==> src/rtl/weight_stream_loader_if.sv <==
// Weight loader bus bundle: BRAM read port plus the packed-beat valid/ready output stream.
interface weight_stream_loader_if #(
  parameter int W          = 8,
  parameter int LANES      = 8,
  parameter int ADDR_WIDTH = 18
);
  logic                  bram_en;
  logic [ADDR_WIDTH-1:0] bram_addr;
  logic [W-1:0]          bram_dout;
  logic                  out_valid;
  logic                  out_ready;
  logic [LANES*W-1:0]    out_data;
  logic [LANES-1:0]      out_keep;
  logic                  out_last;

  modport master (
    output bram_en, bram_addr, out_valid, out_data, out_keep, out_last,
    input  bram_dout, out_ready
  );

  modport slave (
    input  bram_en, bram_addr, out_valid, out_data, out_keep, out_last,
    output bram_dout, out_ready
  );
endinterface

==> src/rtl/weight_stream_loader.sv <==
// Streams a block of BRAM weights into LANES-wide beats; reads issue the cycle after start, a beat holds stable under out_ready=0.
// WEIGHT_LOADER_CHECKSUM_EN adds a 16-bit running sum of the words read in the current transfer.
module weight_stream_loader #(
  parameter int W          = 8,
  parameter int LANES      = 8,
  parameter int ADDR_WIDTH = 18,
  parameter int CNT_WIDTH  = 16,
  parameter int RD_LAT     = 2,
  parameter int FIFO_DEPTH = 16
) (
  input  logic                  clk,
  input  logic                  rst,
  input  logic                  start,
  input  logic [ADDR_WIDTH-1:0] base_addr,
  input  logic [CNT_WIDTH-1:0]  num_words,
  output logic                  busy,
  output logic                  done,
`ifdef WEIGHT_LOADER_CHECKSUM_EN
  output logic [15:0]           checksum,
`endif
  weight_stream_loader_if.master bus
);

  localparam int AW = $clog2(FIFO_DEPTH);
  localparam int CW = AW + 1;
  localparam int IW = $clog2(LANES + 1);

  localparam logic [1:0] S_IDLE  = 2'd0;
  localparam logic [1:0] S_RUN   = 2'd1;
  localparam logic [1:0] S_DRAIN = 2'd2;
  localparam logic [1:0] S_DONE  = 2'd3;

  logic [1:0]            state;
  logic [ADDR_WIDTH-1:0] rd_addr;
  logic [CNT_WIDTH-1:0]  issue_left;
  logic [CNT_WIDTH-1:0]  pack_left;
  logic                  bram_en_q;
  logic [ADDR_WIDTH-1:0] bram_addr_q;
  logic [RD_LAT-1:0]     rd_pipe;

  logic [W-1:0]          fifo_mem [FIFO_DEPTH];
  logic [AW-1:0]         wr_ptr;
  logic [AW-1:0]         rd_ptr;
  logic [CW-1:0]         fifo_count;
  logic                  fifo_push;
  logic                  fifo_pop;
  logic [W-1:0]          fifo_dat;

  logic [LANES-1:0][W-1:0] lanes_q, lanes_n;
  logic [IW-1:0]         idx_q, idx_n, used;
  logic                  out_valid_q, valid_n;
  logic [LANES-1:0]      keep_q, keep_n;
  logic                  last_q, last_n;

  logic                  start_ok;
  logic                  issue;
  logic                  accept;
  logic [CW-1:0]         inflight;
  logic [CW:0]           occ;

  assign start_ok = start && ((state == S_IDLE) || (state == S_DONE));
  assign accept   = out_valid_q && bus.out_ready;

  // Reads already issued but not yet landed in the FIFO, including the one on the bus now.
  always_comb begin
    inflight = CW'(bram_en_q);
    for (int k = 0; k < RD_LAT; k++) begin
      inflight = inflight + CW'(rd_pipe[k]);
    end
  end

  assign occ   = {1'b0, fifo_count} + {1'b0, inflight};
  assign issue = (state == S_RUN) && (issue_left != '0) &&
                 (occ < (CW+1)'(FIFO_DEPTH));

  always_ff @(posedge clk or posedge rst) begin
    if (rst) begin
      state       <= S_IDLE;
      rd_addr     <= '0;
      issue_left  <= '0;
      bram_en_q   <= 1'b0;
      bram_addr_q <= '0;
      rd_pipe     <= '0;
    end else begin
      bram_en_q  <= issue;
      rd_pipe[0] <= bram_en_q;
      for (int k = 1; k < RD_LAT; k++) begin
        rd_pipe[k] <= rd_pipe[k-1];
      end
      if (issue) begin
        bram_addr_q <= rd_addr;
        rd_addr     <= rd_addr + ADDR_WIDTH'(1);
        issue_left  <= issue_left - CNT_WIDTH'(1);
      end
      case (state)
        S_IDLE, S_DONE: begin
          if (start) begin
            rd_addr    <= base_addr;
            issue_left <= num_words;
            state      <= (num_words == '0) ? S_DONE : S_RUN;
          end
        end
        S_RUN: begin
          if (issue && (issue_left == CNT_WIDTH'(1))) state <= S_DRAIN;
        end
        S_DRAIN: begin
          if (accept && last_q) state <= S_DONE;
        end
        default: state <= S_IDLE;
      endcase
    end
  end

  // Word FIFO: data returning from the BRAM lands here, the packer drains it.
  assign fifo_push = rd_pipe[RD_LAT-1];
  assign fifo_dat  = fifo_mem[rd_ptr];
  assign fifo_pop  = (fifo_count != '0) && (!out_valid_q || bus.out_ready) &&
                     (pack_left != '0);

  always_ff @(posedge clk) begin
    if (fifo_push) fifo_mem[wr_ptr] <= bus.bram_dout;
  end

  always_ff @(posedge clk or posedge rst) begin
    if (rst) begin
      wr_ptr     <= '0;
      rd_ptr     <= '0;
      fifo_count <= '0;
    end else begin
      if (fifo_push) wr_ptr <= wr_ptr + AW'(1);
      if (fifo_pop)  rd_ptr <= rd_ptr + AW'(1);
      if (fifo_push && !fifo_pop)      fifo_count <= fifo_count + CW'(1);
      else if (!fifo_push && fifo_pop) fifo_count <= fifo_count - CW'(1);
    end
  end

  // Packer: an accepted beat clears the slots so a pop in the same cycle restarts at lane 0.
  always_comb begin
    lanes_n = accept ? '0 : lanes_q;
    idx_n   = accept ? '0 : idx_q;
    valid_n = accept ? 1'b0 : out_valid_q;
    keep_n  = accept ? '0 : keep_q;
    last_n  = accept ? 1'b0 : last_q;
    used    = idx_n + IW'(1);
    if (fifo_pop) begin
      for (int k = 0; k < LANES; k++) begin
        if (IW'(k) == idx_n) lanes_n[k] = fifo_dat;
      end
      if ((used == IW'(LANES)) || (pack_left == CNT_WIDTH'(1))) begin
        valid_n = 1'b1;
        last_n  = (pack_left == CNT_WIDTH'(1));
        for (int k = 0; k < LANES; k++) begin
          keep_n[k] = (IW'(k) < used);
        end
      end
      idx_n = used;
    end
  end

  always_ff @(posedge clk or posedge rst) begin
    if (rst) begin
      lanes_q     <= '0;
      idx_q       <= '0;
      out_valid_q <= 1'b0;
      keep_q      <= '0;
      last_q      <= 1'b0;
      pack_left   <= '0;
    end else begin
      lanes_q     <= lanes_n;
      idx_q       <= idx_n;
      out_valid_q <= valid_n;
      keep_q      <= keep_n;
      last_q      <= last_n;
      if (start_ok)      pack_left <= num_words;
      else if (fifo_pop) pack_left <= pack_left - CNT_WIDTH'(1);
    end
  end

`ifdef WEIGHT_LOADER_CHECKSUM_EN
  always_ff @(posedge clk or posedge rst) begin
    if (rst)            checksum <= '0;
    else if (start_ok)  checksum <= '0;
    else if (fifo_push) checksum <= checksum + 16'(bus.bram_dout);
  end
`endif

  assign bus.bram_en   = bram_en_q;
  assign bus.bram_addr = bram_addr_q;
  assign bus.out_valid = out_valid_q;
  assign bus.out_data  = lanes_q;
  assign bus.out_keep  = keep_q;
  assign bus.out_last  = last_q;
  assign busy          = (state == S_RUN) || (state == S_DRAIN);
  assign done          = (state == S_DONE);

endmodule

==> src/flat_wrapper.sv <==
// flat-port wrapper written by rule: the top's interface ports become plain ports
module weight_stream_loader_flat 
#(
  parameter int W          = 8,
  parameter int LANES      = 8,
  parameter int ADDR_WIDTH = 18,
  parameter int CNT_WIDTH  = 16,
  parameter int RD_LAT     = 2,
  parameter int FIFO_DEPTH = 16
)
  (clk, rst, start, base_addr, num_words, busy, done, bus_bram_en, bus_bram_addr, bus_out_valid, bus_out_data, bus_out_keep, bus_out_last, bus_bram_dout, bus_out_ready);
  weight_stream_loader_if #(.W(W), .LANES(LANES), .ADDR_WIDTH(ADDR_WIDTH)) bus_i ();
  input  logic clk;
  input  logic rst;
  input  logic start;
  input  logic [ADDR_WIDTH-1:0] base_addr;
  input  logic [CNT_WIDTH-1:0] num_words;
  output logic busy;
  output logic done;
  output wire logic [$bits(bus_i.bram_en)-1:0] bus_bram_en;
  output wire logic [$bits(bus_i.bram_addr)-1:0] bus_bram_addr;
  output wire logic [$bits(bus_i.out_valid)-1:0] bus_out_valid;
  output wire logic [$bits(bus_i.out_data)-1:0] bus_out_data;
  output wire logic [$bits(bus_i.out_keep)-1:0] bus_out_keep;
  output wire logic [$bits(bus_i.out_last)-1:0] bus_out_last;
  input wire logic [$bits(bus_i.bram_dout)-1:0] bus_bram_dout;
  input wire logic [$bits(bus_i.out_ready)-1:0] bus_out_ready;
  assign bus_bram_en = bus_i.bram_en;
  assign bus_bram_addr = bus_i.bram_addr;
  assign bus_out_valid = bus_i.out_valid;
  assign bus_out_data = bus_i.out_data;
  assign bus_out_keep = bus_i.out_keep;
  assign bus_out_last = bus_i.out_last;
  assign bus_i.bram_dout = bus_bram_dout;
  assign bus_i.out_ready = bus_out_ready;
  weight_stream_loader #(.W(W), .LANES(LANES), .ADDR_WIDTH(ADDR_WIDTH), .CNT_WIDTH(CNT_WIDTH), .RD_LAT(RD_LAT), .FIFO_DEPTH(FIFO_DEPTH)) u_core (.clk(clk), .rst(rst), .start(start), .base_addr(base_addr), .num_words(num_words), .busy(busy), .done(done), .bus(bus_i));
endmodule
==> config.mk <==
export PLATFORM = sky130hd
export DESIGN_NAME = weight_stream_loader_flat
export DESIGN_NICKNAME = d
export VERILOG_FILES = /design/src/rtl/weight_stream_loader_if.sv /design/src/rtl/weight_stream_loader.sv /design/src/flat_wrapper.sv
export SDC_FILE = /design/constraint.sdc
export NUM_CORES = 1
export LEC_CHECK = 0
export CORE_MARGIN = 4
export CORE_UTILIZATION = 63
export CTS_BUF_LIST = sky130_fd_sc_hd__clkbuf_8
export DETAILED_ROUTE_END_ITERATION = 10
export HOLD_SLACK_MARGIN = 0.1
export PLACE_DENSITY = 0.87
export SLEW_MARGIN = 30
export SYNTH_ARGS = -nofsm -noshare
export SYNTH_HDL_FRONTEND = slang
export SYNTH_SLANG_ARGS = --single-unit
==> constraint.sdc <==
create_clock -name clk -period 13.51 [get_ports clk]
set_input_delay 1.351 -clock clk [delete_from_list [all_inputs] [get_ports clk]]
set_output_delay 1.351 -clock clk [all_outputs]
set_load 0.1 [all_outputs]
======== Word level (Yosys, flattened, before mapping) ========
Memories as Yosys holds them, arrays and structs flattened.
Cells that the tools add are included.
word-level totals
  output and inout port bits .............. 95
  memories ................................ 1
  logic and storage cells ................. 124
  input bits .............................. 46
  register bits ........................... 164
  memory bits (writable) .................. 128
operators by class
  add/subtract/negate cells ............... 11
  equality and inequality tests ........... 16
  mux-type cells .......................... 38
  magnitude comparators ................... 9
  reductions and logical operators ........ 27
memory list
  memory           words  bits a word  read ports  clocked after Yosys merged registers in  wr ports  line                        RTL
  u_core.fifo_mem  16     8            1           0                                        1         weight_stream_loader.sv:41  logic [W-1:0] fifo_mem [FIFO_DEPTH];
operator list
  operator                                                                       number
  64-bit two-way mux                                                             2
  8-bit two-way mux                                                              11
  16-bit two-way mux                                                             5
  18-bit two-way mux                                                             3
  16-bit by 1-bit == test with 1-bit output (second input constant)              2
  16-bit nonzero test                                                            2
  16-bit by 1-bit subtractor with 16-bit output (second input constant)          2
  18-bit by 1-bit adder with 18-bit output (second input constant)               1
  3-bit by 4-bit == test with 1-bit output (first input constant)                4
  16-bit logical NOT                                                             1
  3-bit by 4-bit less-than comparator with 1-bit output (first input constant)   4
  4-bit by 1-bit adder with 4-bit output (second input constant)                 3
  1-bit logical AND                                                              10
  5-bit two-way mux                                                              2
  2-bit by 4-bit == test with 1-bit output (first input constant)                2
  1-bit by 4-bit less-than comparator with 1-bit output (first input constant)   2
  2-bit by 4-bit less-than comparator with 1-bit output (first input constant)   2
  1-bit two-way mux                                                              8
  2-bit two-way mux                                                              4
  4-bit two-way mux                                                              2
  5-bit by 5-bit adder with 6-bit output                                         1
  6-bit by 5-bit less-than comparator with 1-bit output (second input constant)  1
  2-bit case mux with 3 select lines                                             1
  5-bit by 1-bit adder with 5-bit output                                         1
  17 further kinds                                                               25

======== Logic depth before layout (Yosys ltp) ========
Gate-level depths: netlist (run 1).
  depth in word-level cells ............... 8
  depth in mapped cells ................... 14
  depth with buffers taken out ............ 12

======== Least setup slack after synthesis (run 1) ========
No wires, ideal clock.
  path type ............................... flip-flop to flip-flop
  from .................................... register u_core.bram_en_q (netlist: u_core.bus.bram_en)
  to ...................................... register u_core.rd_addr[14]
  arrival ................................. 3.493 ns
  required time ........................... 13.441 ns
  clock period less this slack ............ 3.562 ns
  setup slack ............................. 9.948 ns
  library setup time ...................... 0.069 ns
  cell stages (with the launch flop) ...... 10
  path buffers ............................ 1
  cells stage by stage .................... dfrtp_1 -> ha_1 -> ha_1 -> ha_1 -> ha_1 -> or4b_1 -> buf_2 -> a2111o_1 -> or4_1 -> nand3_1
between the ends
  cells in the longest elaborated chain, start to end .. 8
ends and longest elaborated chain
  element                                                  line                        RTL
  from (decl)                                              weight_stream_loader.sv:37  logic bram_en_q;
  from (signal assigned)                                   weight_stream_loader.sv:85  bram_en_q <= issue;
  1-bit by 1-bit adder with 2-bit output *                 weight_stream_loader.sv:68  inflight = inflight + CW'(rd_pipe[k]);
  5-bit by 1-bit adder with 5-bit output *                 weight_stream_loader.sv:68
  5-bit by 5-bit adder with 6-bit output *                 weight_stream_loader.sv:72  assign occ = {1'b0, fifo_count} + {1'b0, inflight};
  6-bit by 5-bit less-than comparator with 1-bit output *  weight_stream_loader.sv:74  (occ < (CW+1)'(FIFO_DEPTH));
  1-bit logical AND *                                      weight_stream_loader.sv:73  assign issue = (state == S_RUN) && (issue_left != '0) &&
  18-bit two-way mux *                                     weight_stream_loader.sv:90  if (issue) begin
  18-bit two-way mux                                       weight_stream_loader.sv:97  if (start) begin
  18-bit two-way mux *                                     weight_stream_loader.sv:95  case (state)
  to (signal assigned)                                     weight_stream_loader.sv:92  rd_addr <= rd_addr + ADDR_WIDTH'(1);
  to (signal assigned)                                     weight_stream_loader.sv:98  rd_addr <= base_addr;
  to (decl)                                                weight_stream_loader.sv:34  logic [ADDR_WIDTH-1:0] rd_addr;
Mark *: on every way between the ends. The rest lies on a longest branch, timed or not.
A chain may end at the register's enable or synchronous reset.

======== Final worst setup path (run 1) ========
  from .................................... register u_core.pack_left[7]
  to ...................................... register u_core.fifo_count[4]
between the ends
  cells in the longest elaborated chain, start to end .. 5
  elaborated cells between the ends (all ways) .. 7
  classes of those cells .................. mux (1); reduce/logical (6)
ends and longest elaborated chain
  element                                                         line                         RTL
  from (decl)                                                     weight_stream_loader.sv:36   logic [CNT_WIDTH-1:0] pack_left;
  from (signal assigned)                                          weight_stream_loader.sv:174  if (start_ok) pack_left <= num_words;
  from (signal assigned)                                          weight_stream_loader.sv:175  else if (fifo_pop) pack_left <= pack_left - CNT_WIDTH'(1);
  16-bit nonzero test *                                           weight_stream_loader.sv:118  (pack_left != '0);
  1-bit logical AND *                                             weight_stream_loader.sv:117  assign fifo_pop = (fifo_count != '0) && (!out_valid_q || bus.out_ready) &&
  1-bit logical NOT                                               weight_stream_loader.sv:132  if (fifo_push && !fifo_pop) fifo_count <= fifo_count + CW'(1);
  1-bit logical AND                                               weight_stream_loader.sv:132
  5-bit two-way mux / 2-bit nonzero test (equally long branches)  n/a
  to (signal assigned)                                            weight_stream_loader.sv:132
  to (signal assigned)                                            weight_stream_loader.sv:133  else if (!fifo_push && fifo_pop) fifo_count <= fifo_count - CW'(1);
  to (decl)                                                       weight_stream_loader.sv:44   logic [CW-1:0] fifo_count;
Marks and branches as above.

==> results.toml, run 1 <==
[run_status]
outcome = "finished clean"

[synthesis]
synth.distinct_cells = 74
seq_area_frac_synth = 0.598
ys_ff_latch = 292
synth_top_area_frac = 0.309
synth_area_leaders = "sky130_fd_sc_hd__dfrtp_1, sky130_fd_sc_hd__edfxtp_1, sky130_fd_sc_hd__mux4_2, sky130_fd_sc_hd__mux2i_1, sky130_fd_sc_hd__nand2_1"
synth_nets = 1085
synth_flop_cell = "sky130_fd_sc_hd__dfrtp_1"
post-synth-top-count-cell = "sky130_fd_sc_hd__dfrtp_1"
synth_async_sr_flop_share = 0.562
synth_top_cells_by_count = "sky130_fd_sc_hd__dfrtp_1, sky130_fd_sc_hd__edfxtp_1, sky130_fd_sc_hd__nand2_1, sky130_fd_sc_hd__mux2i_1, sky130_fd_sc_hd__nor2_1"
synthesis.area_per_instance_sq_um = 13.2
yosysWarningCount = 0
synth-edff-count = 128
synth.cell_area_sq_mm = 0.0133
yosysTopAreaCell = "sky130_fd_sc_hd__dfrtp_1"
post_synth_inst_count = 1009

[grt]
via_count_of_the_first_global_routing_pass = 9261
global_route.usage.total = 0.262
pin_count_of_the_biggest_net_entering_global_routing = 95
grt.overflow.total = 0
number_of_antenna_violations_at_the_first_check_in_global_routing = 0
global_route_wire_length_before_repair_um = 49400

[sta]
transition_at_the_pin_with_the_smallest_max_transition_slack_ps = 989
skew_ps = 24.4
max_clock_freq_mhz = 235
finalCriticalPeriod_ps = 4250
slew_headroom = 0.339
setup_repair_after_global_routing_missed_its_margin = "false"
setup_viol_count_final = 0
finalWorstSetupSlack_ps = 9260
final-hold-violation-count = 0
whs_ps = 452
drv_slew = 0
finalSetupTns_ps = 0
fin_crit_sh = 0.314

[die]
core_area_sq_mm = 0.0205
die_area_sq_mm = 0.0235
rows = 52
effective_utilization_at_floorplan = 0.649
die_h_um = 153
dieWidth_um = 153
boundaryPins = 141

[routing]
drt_iter0_drc = 699
totalWireLength_um = 30800
drtAntennaViolNets = 0
firstDrtPassIters = 5
viasPerCell = 6.26
wl_per_cell_um = 21.0
dr_total_vias = 9192
drt_drc_violations_left = 0

[cells_and_area]
post-route-cell-area_sq_mm = 0.0159
final_net_count = 1236
synthToLayoutAreaGrowth_pct = 19.6
layout-drive-gt1-share = 0.149
antennaDiodeCount = 0
fillers = 1194

[worst_setup_path]
worst_path_max_fanout = 14
critPathLaunchType = "register"
cp_top_family = "simple AND/OR/NAND/NOR gates"
cpPeakStageDelay_ps = 800
crit_path_cell_trace = "or4_1 > nor4_4 > a21oi_2 > inv_2 > ha_1 > inv_1 > fa_1 > a21o_1 > a21oi_1 > xnor2_1 > nor2_1 > xor2_1"
cp_num_buf_inv = 2
worst-setup-path-type = "reg2reg"
crit_slowest_cell = "sky130_fd_sc_hd__nor4_4"
worst_ep_arrival_time_ps = 4670
critical_path_required_ps = 13930
critPathCaptureType = "register"

[clock_network]
total_clock_buffers_created_by_cts = 46
cts_num_sinks = 292
cts.hold.buffers_added = 0
clkTransAtPathRegs_ps = 60
clk_latency_ps = 560
tritoncts = "built"
postCtsResizedCells = 0
clock_tree.htree_level_count = 2
ctsRootBufferMaster = "sky130_fd_sc_hd__clkbuf_8"
postCtsSetupRepairBufs = 0
maximum_clock_path_buffer_count = 3

[placement]
dp_hpwl_um = 20600
post-place-ws_ps = 8820
placement.cell_area_sq_mm = 0.0149
io_buffers = 140
gp_congestion = 0.914

[run]
maxCapViolations = 0

[worst_hold_path]
timing.hold.worst.class = "reg2reg"
==> cell families (layout without fill, tap and decap cells) <==
| group | Yosys count | count (layout) | synth area share |
|---|---|---|---|
| xor+xnor | 26 | 26 | 0.0171 |
| simple gates | 314 | 314 | 0.124 |
| buf+inv | 72 | 261 | 0.0219 |
| fa+ha+maj | 30 | 30 | 0.0294 |
| flops | 292 | 292 | 0.598 |
| compound gates | 153 | 153 | 0.0866 |
| mux | 122 | 122 | 0.124 |
==> worst reg2reg max path: cells and delay by family (launching register included) <==
| family | cells | cell delay (ps) |
|---|---|---|
| xor+xnor | 2 | 300 |
| buf+inv | 2 | 430 |
| flops | 1 | 400 |
| compound gates | 3 | 770 |
| fa+ha+maj | 2 | 660 |
| simple gates | 3 | 1560 |
==> flip-flops by register name, summed over array words and instances, names as in the netlist <==
name	flops
u_core.issue_left	16
u_core.rd_pipe	2
u_core.bus.bram_addr	18
u_core.fifo_count	5
u_core.bus.out_valid	1
u_core.rd_ptr	4
u_core.wr_ptr	4
u_core.bus.out_data	64
u_core.pack_left	16
u_core.fifo_mem	128
u_core.rd_addr	18
u_core.idx_q	4
u_core.bus.out_last	1
u_core.state	2
u_core.bus.out_keep	8
u_core.bus.bram_en	1
==> layout by cell type, fill, tap and decap left out, types with 14 or more instances in the layout <==
cell	Yosys	final
sky130_fd_sc_hd__nand3_1	20	20
sky130_fd_sc_hd__ha_1	28	28
sky130_fd_sc_hd__mux2i_1	70	70
sky130_fd_sc_hd__o21ai_0	18	18
sky130_fd_sc_hd__clkbuf_8	0	58
sky130_fd_sc_hd__or3_1	14	14
sky130_fd_sc_hd__xnor2_1	20	20
sky130_fd_sc_hd__mux4_2	32	32
sky130_fd_sc_hd__a31oi_1	34	34
sky130_fd_sc_hd__a21oi_1	20	20
sky130_fd_sc_hd__dfrtp_1	164	162
sky130_fd_sc_hd__clkdlybuf4s50_1	0	139
sky130_fd_sc_hd__nor2_1	57	56
sky130_fd_sc_hd__edfxtp_1	128	128
sky130_fd_sc_hd__inv_1	21	39
sky130_fd_sc_hd__or4_1	22	22
sky130_fd_sc_hd__mux2_2	20	20
sky130_fd_sc_hd__nand2_1	112	110
sky130_fd_sc_hd__nand4_1	16	16
==> through the flow <==
step / instances / util
2_1_floorplan: 1009 / -
3_3_place_gp: 1381 / 0.729
3_5_place_dp: 1381 / 0.729
4_1_cts: 1467 / 0.775
5_1_grt: 1468 / 0.776
6_report: 1468 / 0.776
==> final timing paths <==
| path | from | end | slack, ps | depth (start not counted) |
|---|---|---|---|---|
| max in group asynchronous | rst | u_core.bus.out_data[40] | 11010 | 4 |
| setup reg to reg | u_core.pack_left[7] | u_core.fifo_count[4] | 9260 | 12 |
| min in group asynchronous | rst | u_core.bus.out_last | 1350 | 2 |
| setup / recovery | u_core.pack_left[7] | u_core.fifo_count[4] | 9260 | 12 |
| hold reg to reg | u_core.rd_pipe[0] | u_core.rd_pipe[1] | 450 | 0 |
| hold / removal | u_core.rd_pipe[0] | u_core.rd_pipe[1] | 450 | 0 |
==> routing by layer <==
metal	global-route usage	vias up	share of wire
li1	-	4141	-
met1	0.366	4544	0.41
met2	0.412	424	0.48
met3	0.0551	83	0.077
met4	0.0955	0	0.031
met5	0	-	0
==> area by class of cell <==
type / instances / area (sq um) / area share
well taps: 270 / 338 / 0.0212
clock buffers: 58 / 798 / 0.0502
repair buffers: 153 / 1510 / 0.0947
clock inverters: 28 / 150 / 0.00944
multi-input cells: 645 / 5070 / 0.319
flip-flops and latches: 292 / 7950 / 0.500
inverters: 22 / 87.6 / 0.00551
Power of run 1 is not shown: default switching activity piles up to over one toggle a cycle in this logic, so the estimate is an artifact.
==> run 2: changes to the inputs <==
--- a/config.mk
+++ b/config.mk
@@ -6,11 +6,11 @@
 export NUM_CORES = 1
 export LEC_CHECK = 0
 export CORE_MARGIN = 4
-export CORE_UTILIZATION = 63
+export CORE_UTILIZATION = 59
 export CTS_BUF_LIST = sky130_fd_sc_hd__clkbuf_8
 export DETAILED_ROUTE_END_ITERATION = 10
 export HOLD_SLACK_MARGIN = 0.1
-export PLACE_DENSITY = 0.87
+export PLACE_DENSITY = 0.83
 export SLEW_MARGIN = 30
 export SYNTH_ARGS = -nofsm -noshare
 export SYNTH_HDL_FRONTEND = slang
==> constraint.sdc (replaced) <==
create_clock -name clk -period 4.25 [get_ports clk]
set_input_delay 0.425 -clock clk [delete_from_list [all_inputs] [get_ports clk]]
set_output_delay 0.425 -clock clk [all_outputs]
set_load 0.1 [all_outputs]
==> run 2 against run 1 <==
Core utilization down 5.2 points. Worst setup slack worse by 8700 ps. Sequential share of layout area down 0.13 points. Critical path type unchanged. Largest cell class unchanged.
==> results.toml, run 2 (synthesis results as in run 1) <==
[routing]
drt_iter0_drc = 701
viasPerCell = 6.20
firstDrtPassIters = 7
dr_total_vias = 9197
drtAntennaViolNets = 0
totalWireLength_um = 30800
drt_drc_violations_left = 0
wl_per_cell_um = 20.7

[grt]
number_of_antenna_violations_at_the_first_check_in_global_routing = 0
via_count_of_the_first_global_routing_pass = 8951
grt.overflow.total = 0
pin_count_of_the_biggest_net_entering_global_routing = 75
global_route.usage.total = 0.248
global_route_wire_length_before_repair_um = 48800

[clock_network]
cts.hold.buffers_added = 0
ctsRootBufferMaster = "sky130_fd_sc_hd__clkbuf_8"
postCtsSetupRepairBufs = 0
cts_num_sinks = 292
total_clock_buffers_created_by_cts = 46
clk_latency_ps = 580
tritoncts = "built"
postCtsResizedCells = 0
clkTransAtPathRegs_ps = 60
clock_tree.htree_level_count = 2
maximum_clock_path_buffer_count = 3

[sta]
transition_at_the_pin_with_the_smallest_max_transition_slack_ps = 989
slew_headroom = 0.338
max_clock_freq_mhz = 272
finalCriticalPeriod_ps = 3680
setup_viol_count_final = 0
setup_repair_after_global_routing_missed_its_margin = "false"
skew_ps = 42.3
final-hold-violation-count = 0
drv_slew = 0
fin_crit_sh = 0.865
finalSetupTns_ps = 0

[cells_and_area]
post-route-cell-area_sq_mm = 0.0159
multi_input_area_sq_mm = 0.00507
synthToLayoutAreaGrowth_pct = 19.9
sequential_cell_area_sq_mm = 0.00795
antennaDiodeCount = 0
layout_commonest_cell = "sky130_fd_sc_hd__dfrtp_1"
largest-register = "u_core.fifo_mem"
fillers = 1411
largest_reg_flops = 128
final_net_count = 1242
most-common-layout-cells = "sky130_fd_sc_hd__dfrtp_1, sky130_fd_sc_hd__clkdlybuf4s50_1, sky130_fd_sc_hd__edfxtp_1, sky130_fd_sc_hd__nand2_1, sky130_fd_sc_hd__mux2i_1"
layout-drive-gt1-share = 0.150

[die]
rows = 54
effective_utilization_at_floorplan = 0.604
boundaryPins = 141
die_h_um = 158
core_area_sq_mm = 0.0220
dieWidth_um = 158
die_area_sq_mm = 0.0250

[placement]
io_buffers = 140
placement.cell_area_sq_mm = 0.0150
dp_hpwl_um = 20600
gp_congestion = 0.881

[worst_setup_path]
crit_slowest_cell = "sky130_fd_sc_hd__or4_1"
worst_ep_arrival_time_ps = 4100
r2r_setup_slack_ps = 570
critPathLaunchType = "register"
worst-setup-path-type = "reg2reg"
critPathCaptureType = "register"
cpPeakStageDelay_ps = 580
worst_path_max_fanout = 14
critical_path_required_ps = 4670
crit_path_cell_trace = "or4_1 > o21ai_2 > a21oi_2 > buf_4 > inv_2 > ha_1 > inv_1 > fa_1 > a21o_1 > a21oi_1 > xnor2_1 > nor2_1 > xor2_1"

[worst_hold_path]
timing.hold.worst.class = "in2async"

[run_status]
outcome = "finished clean"

[run]
maxCapViolations = 0
==> run 2: cell types whose count changed in the layout (fill, tap and decap cells not counted), sizes merged <==
cell / delta
bufinv: +1
inv: -4
clkinvlp: +2
buf: +7
clkbuf: -8
clkinv: +8
==> run 2: critical path: cells and delay by family (launching register included) <==
family,cells,cell delay [ps]
AOI/OAI and AO/OA,4,860
adders and majority gates,2,680
and+or+nand+nor,2,650
buffers and inverters,3,580
DFF,1,460
xor gates and xnor gates,2,300
==> run 2: through the flow <==
stage | hold slack, ps | util | worst slack, ps | std cells
global route | 211 | 0.724 | 406 | 1484
global placement | 417 | 0.682 | 749 | 1397
detailed placement | 429 | 0.681 | 618 | 1397
finish | 219 | 0.724 | 573 | 1484
floorplan | 408 | - | 688 | 1009
CTS | 387 | 0.723 | 604 | 1483
==> run 2: per-layer routing <==
metal / vias to the layer above / GRT usage / wire length [um]
li1: 4148 / - / -
met1: 4571 / 0.363 / 13000
met2: 426 / 0.391 / 14800
met3: 52 / 0.0443 / 2440
met4: 0 / 0.0682 / 569
met5: - / 0 / 0
==> run 2: path summary, 6_finish.rpt <==
path,from,end,cells past startpoint
max,u_core.fifo_count[0],u_core.fifo_count[4],13
min,rst,u_core.pack_left[1],2
max reg2reg,u_core.fifo_count[0],u_core.fifo_count[4],13
min reg2reg,u_core.rd_pipe[0],u_core.rd_pipe[1],0
max in group asynchronous,rst,u_core.bus.out_data[24],3
min in group clk,base_addr[6],u_core.rd_addr[6],3
==> run 2: final cells by class <==
cell class | instances | share of cell area
well taps | 280 | 0.0220
repair buffers | 159 | 0.0989
clock buffers | 51 | 0.0440
inverters | 22 | 0.00542
clock inverters | 35 | 0.0129
flip-flops and latches | 292 | 0.499
multi-input cells | 645 | 0.318
Power of run 2 is left out for the same reason.
==> run 3: changes to the inputs <==
==> constraint.sdc (replaced) <==
create_clock -name clk -period 3.76 [get_ports clk]
set_input_delay 0.376 -clock clk [delete_from_list [all_inputs] [get_ports clk]]
set_output_delay 0.376 -clock clk [all_outputs]
set_load 0.1 [all_outputs]
==> run 3 against run 2 <==
Sequential share of layout area grew 0.32 points. Cell count shrank 0.34%. First-iteration DRC count grew 0.14%. Flip-flop and latch count is the same. Worst setup slack gained 7.6 ps. Count of clock-buffer cells in the layout shrank 3. Non-clock buffer count grew 3. Register-to-register slack is essentially flat. Fmax grew 16%. Critical path depth shrank 1. Final area shrank 0.63%. Highest routed layer unchanged.
==> results.toml, run 3 (synthesis results as in run 1) <==
[clock_network]
maximum_clock_path_buffer_count = 3
clkTransAtPathRegs_ps = 60
clock_tree.htree_level_count = 2
postCtsResizedCells = 0
ctsRootBufferMaster = "sky130_fd_sc_hd__clkbuf_8"
tritoncts = "built"
cts_num_sinks = 292
clk_latency_ps = 560
postCtsSetupRepairBufs = 0
cts.hold.buffers_added = 0
total_clock_buffers_created_by_cts = 46

[cells_and_area]
largest-register = "u_core.fifo_mem"
largest_reg_flops = 128
layout_commonest_cell = "sky130_fd_sc_hd__dfrtp_1"
layout-drive-gt1-share = 0.147
fillers = 1450
antennaDiodeCount = 0
synthToLayoutAreaGrowth_pct = 19.1
final_net_count = 1245
most-common-layout-cells = "sky130_fd_sc_hd__dfrtp_1, sky130_fd_sc_hd__clkdlybuf4s50_1, sky130_fd_sc_hd__edfxtp_1, sky130_fd_sc_hd__nand2_1, sky130_fd_sc_hd__mux2i_1"

[grt]
number_of_antenna_violations_at_the_first_check_in_global_routing = 0
global_route.usage.total = 0.243
via_count_of_the_first_global_routing_pass = 8904
grt.overflow.total = 0
pin_count_of_the_biggest_net_entering_global_routing = 165
global_route_wire_length_before_repair_um = 47800

[routing]
wl_per_cell_um = 20.1
dr_total_vias = 9063
drtAntennaViolNets = 0
totalWireLength_um = 29700
drt_drc_violations_left = 0
firstDrtPassIters = 5
drt_iter0_drc = 702
viasPerCell = 6.13

[worst_setup_path]
crit_slowest_cell = "sky130_fd_sc_hd__or4_1"
critical_path_required_ps = 4180
cp_num_buf_inv = 2
crit_path_cell_trace = "or4_1 > o21ai_2 > a21oi_2 > inv_2 > ha_1 > inv_1 > fa_1 > a21o_1 > a21oi_1 > xnor2_1 > nor2_1 > xor2_1"
critPathLaunchType = "register"
worst-setup-path-type = "reg2reg"
worst_path_max_fanout = 9
worst_ep_arrival_time_ps = 3600
cpPeakStageDelay_ps = 600
cp_top_family = "compound AO/OA/AOI/OAI gates"
critPathCaptureType = "register"

[die]
boundaryPins = 141
die_h_um = 158
core_area_sq_mm = 0.0220
dieWidth_um = 158
rows = 54
die_area_sq_mm = 0.0250
effective_utilization_at_floorplan = 0.604

[run]
maxCapViolations = 0

[worst_hold_path]
timing.hold.worst.class = "in2reg"

[sta]
skew_ps = 31.9
max_clock_freq_mhz = 315
fin_crit_sh = 0.846
transition_at_the_pin_with_the_smallest_max_transition_slack_ps = 999
setup_repair_after_global_routing_missed_its_margin = "false"
finalSetupTns_ps = 0
slew_headroom = 0.332
drv_slew = 0
finalCriticalPeriod_ps = 3180
setup_viol_count_final = 0
final-hold-violation-count = 0

[placement]
dp_hpwl_um = 20300
io_buffers = 140
gp_congestion = 0.895

[run_status]
outcome = "finished clean"
[run 3: layout make-up]
type	instances	area, sq um	share of cell area
clock buffers	48	661	0.0417
clock inverters	30	133	0.00837
inverters	22	86.3	0.00545
multi-input cells	645	5080	0.320
flip-flops and latches	292	7950	0.502
well taps	280	350	0.0221
repair buffers	162	1590	0.100
[run 3: layer usage]
metal / track usage / up-vias / share of wire
li1: - / 4165 / -
met1: 0.347 / 4477 / 0.42
met3: 0.0440 / 47 / 0.078
met4: 0.0703 / 0 / 0.019
met2: 0.388 / 374 / 0.48
met5: 0 / - / 0
[run 3: worst paths after layout]
path / startpoint / cells after the start / end / slack (ps)
setup / recovery: u_core.fifo_count[1] / 12 / u_core.fifo_count[4] / 580
hold / removal: base_addr[10] / 3 / u_core.rd_addr[10] / 380
setup reg to reg: u_core.fifo_count[1] / 12 / u_core.fifo_count[4] / 580
hold reg to reg: u_core.rd_pipe[0] / 0 / u_core.rd_pipe[1] / 430
max in group asynchronous: rst / 3 / u_core.bus.bram_addr[15] / 2680
min in group asynchronous: rst / 3 / u_core.bus.out_keep[4] / 420
[run 3: through the flow]
| step | instance area, sq um | setup slack (ps) | utilization | cells | hold WS, ps |
|---|---|---|---|---|---|
| after floorplan | 13300 | 198 | - | 1009 | 408 |
| after global placement | 15000 | 663 | 0.683 | 1401 | 413 |
| after detailed placement | 15000 | 607 | 0.683 | 1401 | 428 |
| after CTS | 15800 | 598 | 0.719 | 1479 | 340 |
| after global routing | 15800 | 402 | 0.719 | 1479 | 367 |
| final | 15800 | 580 | 0.719 | 1479 | 375 |
[run 3: worst register-to-register path, stage by stage, from the launching register on]
cell and delay [ps]:
sky130_fd_sc_hd__dfrtp_1 450, sky130_fd_sc_hd__or4_1 600, sky130_fd_sc_hd__o21ai_2 430, sky130_fd_sc_hd__a21oi_2 100
sky130_fd_sc_hd__inv_2 80, sky130_fd_sc_hd__ha_1 180, sky130_fd_sc_hd__inv_1 100, sky130_fd_sc_hd__fa_1 420
sky130_fd_sc_hd__a21o_1 180, sky130_fd_sc_hd__a21oi_1 170, sky130_fd_sc_hd__xnor2_1 130, sky130_fd_sc_hd__nor2_1 60
sky130_fd_sc_hd__xor2_1 140
Power of run 3 is left out for the same reason.
==> RTL change (config.mk and constraints of run 3) <==
`RD_LAT` is set to 2 in 2 places; all go to 1.
--- a/src/rtl/weight_stream_loader.sv
+++ b/src/rtl/weight_stream_loader.sv
@@ -5,7 +5,7 @@
   parameter int LANES      = 8,
   parameter int ADDR_WIDTH = 18,
   parameter int CNT_WIDTH  = 16,
-  parameter int RD_LAT     = 2,
+  parameter int RD_LAT     = 1,
   parameter int FIFO_DEPTH = 16
 ) (
   input  logic                  clk,
--- a/src/flat_wrapper.sv
+++ b/src/flat_wrapper.sv
@@ -5,7 +5,7 @@
   parameter int LANES      = 8,
   parameter int ADDR_WIDTH = 18,
   parameter int CNT_WIDTH  = 16,
-  parameter int RD_LAT     = 2,
+  parameter int RD_LAT     = 1,
   parameter int FIFO_DEPTH = 16
 )
   (clk, rst, start, base_addr, num_words, busy, done, bus_bram_en, bus_bram_addr, bus_out_valid, bus_out_data, bus_out_keep, bus_out_last, bus_bram_dout, bus_out_ready);
Formal check against the unedited RTL: not equivalent (Yosys sat finds a counterexample within 10 cycles, from zero or initial values and one cycle with rst high).
==> RTL change against run 3 <==
Worst setup slack got worse by 0.12 ns. Critical path depth rose by 2. Routed wire length rose by 0.92%. Cell count fell by 1.4%. Final area fell by 2.6%. Synthesized area fell by 3.9%. Sequential cell count fell by 1. Critical path type unchanged.
Power is left out: the tool's default activity adds up to more than one toggle a clock period on the data nets, which glitch-free logic cannot reach.
==> RTL change: results <==
metrics = {
    "run_status": {
        "status": "complete, no violations",
    },
    "finish": {
        "largest_reg_flops": 128,
        "drive_gt1_share_pct": 11.7,
        "final_nets": 1217,
        "n_fill_cell": 1354,
        "layout.cells.non_filler": 1458,
    },
    "critical_path": {
        "cpPeakStageDelay_ns": 0.51,
        "reg2reg_depth": 14,
        "r2r_slack_ns": 0.46,
        "cp.arrival_ns": 3.73,
        "r2r-end": "u_core.fifo_count[4]",
        "path_max_fanout": 8,
        "cpMaxStageDelayCell": "or3b_2",
        "critPathLaunch": "u_core.pack_left[1]",
    },
    "global_route": {
        "grt_max_degree": 164,
        "grt.total_usage_pct": 25.0,
        "grt_pass1_vias": 8877,
        "grt_first_pass_wirelength_um": 47600,
    },
    "routing": {
        "first_iter_violations": 757,
        "wl_per_cell_um": 20.6,
    },
    "place": {
        "dp_hpwl_um": 19900,
        "place_area_um2": 14500,
        "place_inst": 1373,
        "place.gp.congestion": 0.880,
    },
    "yosys": {
        "synth.area.mux_share_pct": 9.03,
        "synth_compound_area_share_pct": 9.53,
        "synth_adder_area_share_pct": 2.51,
        "synth_cell_types": 66,
        "synthArstFlopShare_pct": 56.0,
        "synth.top_cells.by_area": "dfrtp_1 32%, edfxtp_1 30%, mux4_2 5.6%",
        "synthTopCellsByCount": "163 x dfrtp_1, 131 x nand2_1, 128 x edfxtp_1, 48 x nor2_1, 41 x mux2i_1",
        "syn_nets": 1052,
        "seq_area_frac_synth_pct": 62.0,
        "synthXorXnorAreaFrac_pct": 3.02,
        "avgSynthCellArea_um2": 13.0,
    },
    "min_path": {
        "min_to": "u_core.rd_addr[17]",
        "hold_start": "base_addr[17]",
    },
    "timing": {
        "fin_skew_ns": 0.0279,
        "relSlewSlack_pct": 32.4,
    },
}
[RTL change: logic make-up (layout without fill, tap and decap cells)]
family / count (synthesis) / count (layout)
XOR/XNOR: 44 / 44
buffers and inverters: 67 / 269
multiplexers: 75 / 75
AND/OR/NAND/NOR: 307 / 307
AO/OA/AOI/OAI: 172 / 172
flip-flops: 291 / 291
adder cells (fa/ha/maj): 25 / 25
[RTL change: critical path, delay by kind of cell, from the launching register on]
kind | cells | cell delay [ns]
xor+xnor | 2 | 0.28
compound gates | 3 | 0.55
simple gates | 3 | 0.85
fa+ha+maj | 3 | 0.80
buf+inv | 3 | 0.30
flops | 1 | 0.39
[RTL change: routing by layer]
metal  GRT usage [%]  up-vias  routed length [um]
met2            40.7      367               14600
met5               0        -                   0
met1            34.7     4375               12500
li1                -     4009                   -
met3            4.92       52                2260
met4            7.44        0                 656
[RTL change: cell type report]
type / instances / area (um2) / share of cell area, %
Clock buffer: 56 / 771 / 4.99
Clock inverter: 29 / 128 / 0.827
Inverter: 22 / 86.3 / 0.559
Multi-Input combinational cell: 623 / 4610 / 29.8
Sequential cell: 291 / 7920 / 51.3
Tap cell: 275 / 344 / 2.23
Timing Repair Buffer: 162 / 1570 / 10.2
[RTL change: worst max-delay path by stage]
stage                                 to  slack (ns)
floorplan           u_core.fifo_count[4]        0.32
global placement    u_core.fifo_count[4]        0.64
detailed placement  u_core.fifo_count[4]        0.54
CTS                 u_core.fifo_count[4]        0.48
global route        u_core.fifo_count[4]        0.27
finish              u_core.fifo_count[4]        0.46
[RTL change: through the flow]
step / setup WS, ns / hold slack, ns
after global placement: 0.639 / 0.459
after CTS: 0.476 / 0.348
after floorplan: 0.322 / 0.455
after detailed placement: 0.545 / 0.462
after global routing: 0.270 / 0.365
final: 0.458 / 0.370
